===== src/rtl/hazard_ctrl.sv =====
// Pipeline sequencing controller for the 5-stage RV32I core.
// It tracks register-use metadata for the EX, MEM and WB stages in a shadow
// pipeline. From that it derives:
//   - the EX forwarding selects,
//   - the load-use stall,
//   - the taken-branch flushes,
//   - a whole-pipeline freeze while data memory is busy.
// Saturating stall and flush counters are exposed for debug.
//
// state | meaning
// ------+-------------------------------------------------------------
// RUN   | normal flow; hazards and flushes act immediately
// MWAIT | a MEM-stage access is waiting on data memory; pipeline frozen

module hazard_ctrl #(
  parameter int CNT_W = 32
) (
  input  logic             clk_i,
  input  logic             rst_ni,
  input  logic [4:0]       rs1_id_i,
  input  logic [4:0]       rs2_id_i,
  input  logic [4:0]       rd_id_i,
  input  logic             use_rs1_id_i,
  input  logic             use_rs2_id_i,
  input  logic             RegWEn_id_i,
  input  logic             is_load_id_i,
  input  logic             is_mem_id_i,
  input  logic             br_taken_ex_i,
  input  logic             dmem_busy_i,
  output logic [1:0]       Asel_haz_o,
  output logic [1:0]       Bsel_haz_o,
  output logic             stall_o,
  output logic             flush_ifid_o,
  output logic             flush_idex_o,
  output logic             freeze_o,
  output logic [CNT_W-1:0] stall_cnt_o,
  output logic [CNT_W-1:0] flush_cnt_o
);

  typedef enum logic [0:0] {
    RUN   = 1'b0,
    MWAIT = 1'b1
  } state_e;

  localparam logic [1:0] SEL_RF  = 2'd0;
  localparam logic [1:0] SEL_MEM = 2'd1;
  localparam logic [1:0] SEL_WB  = 2'd2;

  state_e state_q, state_d;

  // EX shadow stage
  logic [4:0] ex_rs1, ex_rs2, ex_rd;
  logic       ex_use1, ex_use2, ex_wen, ex_load, ex_mem;
  // MEM shadow stage. The load flag is not carried past EX: the load-use
  // stall guarantees no consumer ever sits in EX with a load in MEM.
  logic [4:0] mem_rd;
  logic       mem_wen, mem_mem;
  // WB shadow stage
  logic [4:0] wb_rd;
  logic       wb_wen;

  logic       freeze;
  logic       ld_haz;
  logic       stall;
  logic       flush_ifid;
  logic       flush_idex;

  logic [CNT_W-1:0] stall_cnt_q;
  logic [CNT_W-1:0] flush_cnt_q;

  assign freeze = mem_mem & dmem_busy_i;

  assign ld_haz = ex_load & ex_wen & (ex_rd != 5'd0) &
                  ((use_rs1_id_i & (rs1_id_i == ex_rd)) |
                   (use_rs2_id_i & (rs2_id_i == ex_rd)));

  // Hazard resolution: freeze beats branch flush, which beats load-use
  always_comb begin
    stall      = 1'b0;
    flush_ifid = 1'b0;
    flush_idex = 1'b0;
    if (freeze) begin
      // EX and ID are held, so deferred actions re-evaluate on unfreeze
      stall      = 1'b0;
    end else if (br_taken_ex_i) begin
      // the ID instruction is discarded, so any load-use hazard is moot
      flush_ifid = 1'b1;
      flush_idex = 1'b1;
    end else if (ld_haz) begin
      stall      = 1'b1;
      flush_idex = 1'b1;
    end
  end

  // Next-state logic for the memory-wait FSM
  always_comb begin
    state_d = state_q;
    case (state_q)
      RUN:     if (freeze) state_d = MWAIT;
      MWAIT:   if (!dmem_busy_i) state_d = RUN;
      default: state_d = RUN;
    endcase
  end

  // FSM state register
  always_ff @(posedge clk_i or negedge rst_ni) begin
    if (!rst_ni) begin
      state_q <= RUN;
    end else begin
      state_q <= state_d;
    end
  end

  // Shadow pipeline advance; everything holds while frozen
  always_ff @(posedge clk_i or negedge rst_ni) begin
    if (!rst_ni) begin
      ex_rs1  <= 5'd0;
      ex_rs2  <= 5'd0;
      ex_rd   <= 5'd0;
      ex_use1 <= 1'b0;
      ex_use2 <= 1'b0;
      ex_wen  <= 1'b0;
      ex_load <= 1'b0;
      ex_mem  <= 1'b0;
      mem_rd  <= 5'd0;
      mem_wen <= 1'b0;
      mem_mem <= 1'b0;
      wb_rd   <= 5'd0;
      wb_wen  <= 1'b0;
    end else if (!freeze) begin
      if (flush_idex) begin
        ex_rs1  <= 5'd0;
        ex_rs2  <= 5'd0;
        ex_rd   <= 5'd0;
        ex_use1 <= 1'b0;
        ex_use2 <= 1'b0;
        ex_wen  <= 1'b0;
        ex_load <= 1'b0;
        ex_mem  <= 1'b0;
      end else begin
        ex_rs1  <= rs1_id_i;
        ex_rs2  <= rs2_id_i;
        ex_rd   <= rd_id_i;
        ex_use1 <= use_rs1_id_i;
        ex_use2 <= use_rs2_id_i;
        ex_wen  <= RegWEn_id_i;
        ex_load <= is_load_id_i;
        ex_mem  <= is_mem_id_i;
      end
      mem_rd  <= ex_rd;
      mem_wen <= ex_wen;
      mem_mem <= ex_mem;
      wb_rd   <= mem_rd;
      wb_wen  <= mem_wen;
    end
  end

  // Forwarding selects; MEM is younger than WB so it wins, x0 never forwards
  always_comb begin
    Asel_haz_o = SEL_RF;
    Bsel_haz_o = SEL_RF;
    if (mem_wen && (mem_rd != 5'd0) && (mem_rd == ex_rs1) && ex_use1) begin
      Asel_haz_o = SEL_MEM;
    end else if (wb_wen && (wb_rd != 5'd0) && (wb_rd == ex_rs1) && ex_use1) begin
      Asel_haz_o = SEL_WB;
    end
    if (mem_wen && (mem_rd != 5'd0) && (mem_rd == ex_rs2) && ex_use2) begin
      Bsel_haz_o = SEL_MEM;
    end else if (wb_wen && (wb_rd != 5'd0) && (wb_rd == ex_rs2) && ex_use2) begin
      Bsel_haz_o = SEL_WB;
    end
  end

  // Saturating debug counters
  always_ff @(posedge clk_i or negedge rst_ni) begin
    if (!rst_ni) begin
      stall_cnt_q <= '0;
      flush_cnt_q <= '0;
    end else begin
      if ((stall || freeze) && (stall_cnt_q != {CNT_W{1'b1}})) begin
        stall_cnt_q <= stall_cnt_q + 1'b1;
      end
      if (flush_ifid && (flush_cnt_q != {CNT_W{1'b1}})) begin
        flush_cnt_q <= flush_cnt_q + 1'b1;
      end
    end
  end

  assign stall_o      = stall;
  assign flush_ifid_o = flush_ifid;
  assign flush_idex_o = flush_idex;
  assign freeze_o     = freeze;
  assign stall_cnt_o  = stall_cnt_q;
  assign flush_cnt_o  = flush_cnt_q;

endmodule

===== config.mk =====
export PLATFORM = sky130hd
export DESIGN_NAME = hazard_ctrl
export DESIGN_NICKNAME = d
export VERILOG_FILES = /design/src/rtl/hazard_ctrl.sv
export SDC_FILE = /design/constraint.sdc
export NUM_CORES = 1
export LEC_CHECK = 0
export CAP_MARGIN = 20
export CORE_AREA = 2 2 99 101
export DETAILED_ROUTE_END_ITERATION = 12
export DIE_AREA = 0 0 101 103
export PLACE_DENSITY = 0.78
export SYNTH_ARGS = -nofsm -noshare
export SYNTH_HDL_FRONTEND = slang
export SYNTH_SLANG_ARGS = --single-unit
export TNS_END_PERCENT = 30

===== constraint.sdc =====
create_clock -name clk_i -period 2.6 [get_ports clk_i]
set_input_delay 0.39 -clock clk_i [delete_from_list [all_inputs] [get_ports clk_i]]
set_output_delay 0.39 -clock clk_i [all_outputs]
set_load 0.02 [all_outputs]

==> results.ini <==
[routing]
ant_nets=0
wl_per_cell_um=16.4
drt_iter0_drc=109
drc=0
viasPerCell=5.56
wl_um=11000
vias=3710
dr.pass1.iters=4

[setup_path]
regToRegEndpoint=stall_cnt_o[7]$_DFFE_PN0P_
critPathLaunchType=flop
crit_path_end=Asel_haz_o[1]
critPathMaxStageDelay_ns=0.56
critPathMaxFanout=2
crit_family=simple AND/OR/NAND/NOR gates
cp_cell_sequence=or4_1 > o21ai_2 > nor3_1 > nor3_1 > clkbuf_2
reg2reg_depth=8
critPathArrivalTime_ns=2.09
worstSetupEndpointType=primary output
cp_num_cells=5
path_common_cell=nor3_1
critPathSlowestCell=or4_1
reg2reg_slack_ns=0.41
path_class=reg2out
path_buf_inv=1
crit_required_ns=2.21
startpoint=mem_rd[1]$_DFFE_PN0N_
timing.rr.start=ex_rd[3]$_DFFE_PN0N_

[clocking]
clk_path_buf_depth=2
clk_pin_slew_worst_paths_ns=0.09
cts_tree=done
cts_setup_buffers=0
clkSinkCount=97
clk_latency_ns=0.37
h-tree-depth=3
cts-buffers-inserted=9
cts_root_buf=clkbuf_8

[sta]
maxSlewViolCount=0
timing.final.crit_share_pct=95.5
fmax_mhz=403
setup_ws_ns=0.117
holdWs_ns=0.439
period_minus_slack_ns=2.48
hold_viol=0
finClkSkew_ns=0.00840
slew_headroom_pct=62.1
worstMarginPinSlew_ns=0.567
setup_tns_ns=0
setup_violations=0

[power_and_ir_drop]
finalPower_mw=3.54
p_per_area_nw_per_um2=585
leakage_nw=2.65
ir_drop_v=0.000501

[final_layout]
final_cells=667
syn_to_final_growth_pct=31.5
post_route_cells_drive_above_1_share_pct=9.58
finalCoreUtilization_pct=64.0
num-nets-final=575
antenna_cells=0
final_area_sq_um=6050
layout_common_cells=97 x dfrtp_1, 88 x clkdlybuf4s50_1, 66 x xnor2_1, 64 x nand2_1
seqCellArea_sq_um=2430
final_common_cell=dfrtp_1
fillers=792
multi_input_area_sq_um=2120

[synthesis]
yosys_warnings=0
synth_cells=431
syn_area_per_cell_sq_um=10.7
synth_area_sq_um=4600
syn_nets=457
ys_seq_area_share_pct=52.7
synth-seq-cells=97
synth_cell_type_count=37

[placed_design]
dp.final_hpwl_um=7990
dp_slack_ns=-0.263
place_inst=651
place_congestion=0.869
dpl_cell_area_sq_um=5840
numPortBuffers=95

[global_route]
grt_pass1_wl_um=17700
grt_max_degree=49
track_usage_pct=21.7
grt_overflow_total=0
antenna_found_initial=0
grt_pass1_vias=3655

[floorplan]
fp.dieW_um=101
dieArea_sq_um=10400
row_count=36
pin_count=96
coreArea_sq_um=9460
start_util_pct=48.7
fp.dieH_um=103

[worst_hold_path]
hold_class=in2async

[status]
status=finished, final reports clean

[job]
cap_violations=0

layout make-up:
cell class                 instances  area share [%]
clock inverter                     4           0.889
tap                              114            2.36
timing repair buffer             118            18.8
sequential                        97            40.1
inverter                           6           0.372
clock buffer                      11            2.34
multi-input combinational        317            35.1
timing repair:
item | in CTS | in global routing
setup endpoints to repair | 6 | 5
endpoints found under the hold margin | 20 | 0
resized for setup | 10 | 13
hold buffers | 1 | 0
per-layer routing:
metal | vias up | share of wire, % | global-route usage (%)
met1 | 1859 | 45 | 29.2
met4 | 0 | 2.4 | 11.3
met3 | 20 | 3.6 | 3.05
met5 | - | 0 | 0
met2 | 88 | 49 | 34.4
li1 | 1743 | - | -
synth_stat cells, drive strengths merged:
cell / instances / area, sq um
nand4b: 1 / 8.76
o211ai: 1 / 12.5
and4: 6 / 52.6
nand3: 30 / 150
nand4: 30 / 188
mux2: 2 / 22.5
nor3b: 1 / 7.51
dfrtp: 97 / 2430
and3b: 1 / 8.76
or4: 3 / 22.5
o211a: 1 / 10.0
a21oi: 1 / 16.3
nor2: 13 / 51.3
nand2b: 1 / 6.26
and2: 4 / 25.0
xnor2: 66 / 578
a22o: 20 / 175
nor2b: 2 / 12.5
xor2: 26 / 228
or3: 1 / 6.26
clkbuf: 4 / 15.0
nor3: 19 / 116
and3: 9 / 56.3
o21ai: 3 / 15.0
nor4: 9 / 56.3
inv: 6 / 22.5
o22ai: 1 / 6.26
buf: 7 / 40.0
ha: 2 / 25.0
nand2: 64 / 240
how the worst min path moves through the flow:
stage / endpoint / slack [ns] / cells past startpoint
after CTS: ex_use2$_DFFE_PN0N_ / 0.43 / 2
after global placement: ex_use2$_DFFE_PN0N_ / 0.29 / 1
after detailed placement: ex_use2$_DFFE_PN0N_ / 0.30 / 1
final: ex_use2$_DFFE_PN0N_ / 0.44 / 2
after global routing: ex_use2$_DFFE_PN0N_ / 0.46 / 2
after floorplan: ex_load$_DFFE_PN0N_ / 0.09 / 0
power by group:
| group | internal, mW | switching, mW | total (mW) |
|---|---|---|---|
| Sequential | 1.64 | 0.174 | 1.81 |
| Clock | 0.468 | 0.523 | 0.991 |
| Combinational | 0.369 | 0.368 | 0.737 |
registers in the layout, summed over array words and instances, names as in the netlist, 5 cells and up:
signal       cells
ex_rs1           5
flush_cnt_o     32
wb_rd            5
ex_rs2           5
mem_rd           5
ex_rd            5
stall_cnt_o     32
logic make-up after synthesis:
kind of cell	share of synthesized area, %
AND/OR/NAND/NOR	21.9
flip-flops	52.7
XOR/XNOR	17.5
adder cells (fa/ha/maj)	0.544
buffers and inverters	1.69
multiplexers	0.489
AO/OA/AOI/OAI	5.11
Power figures use the tool's default switching activity.
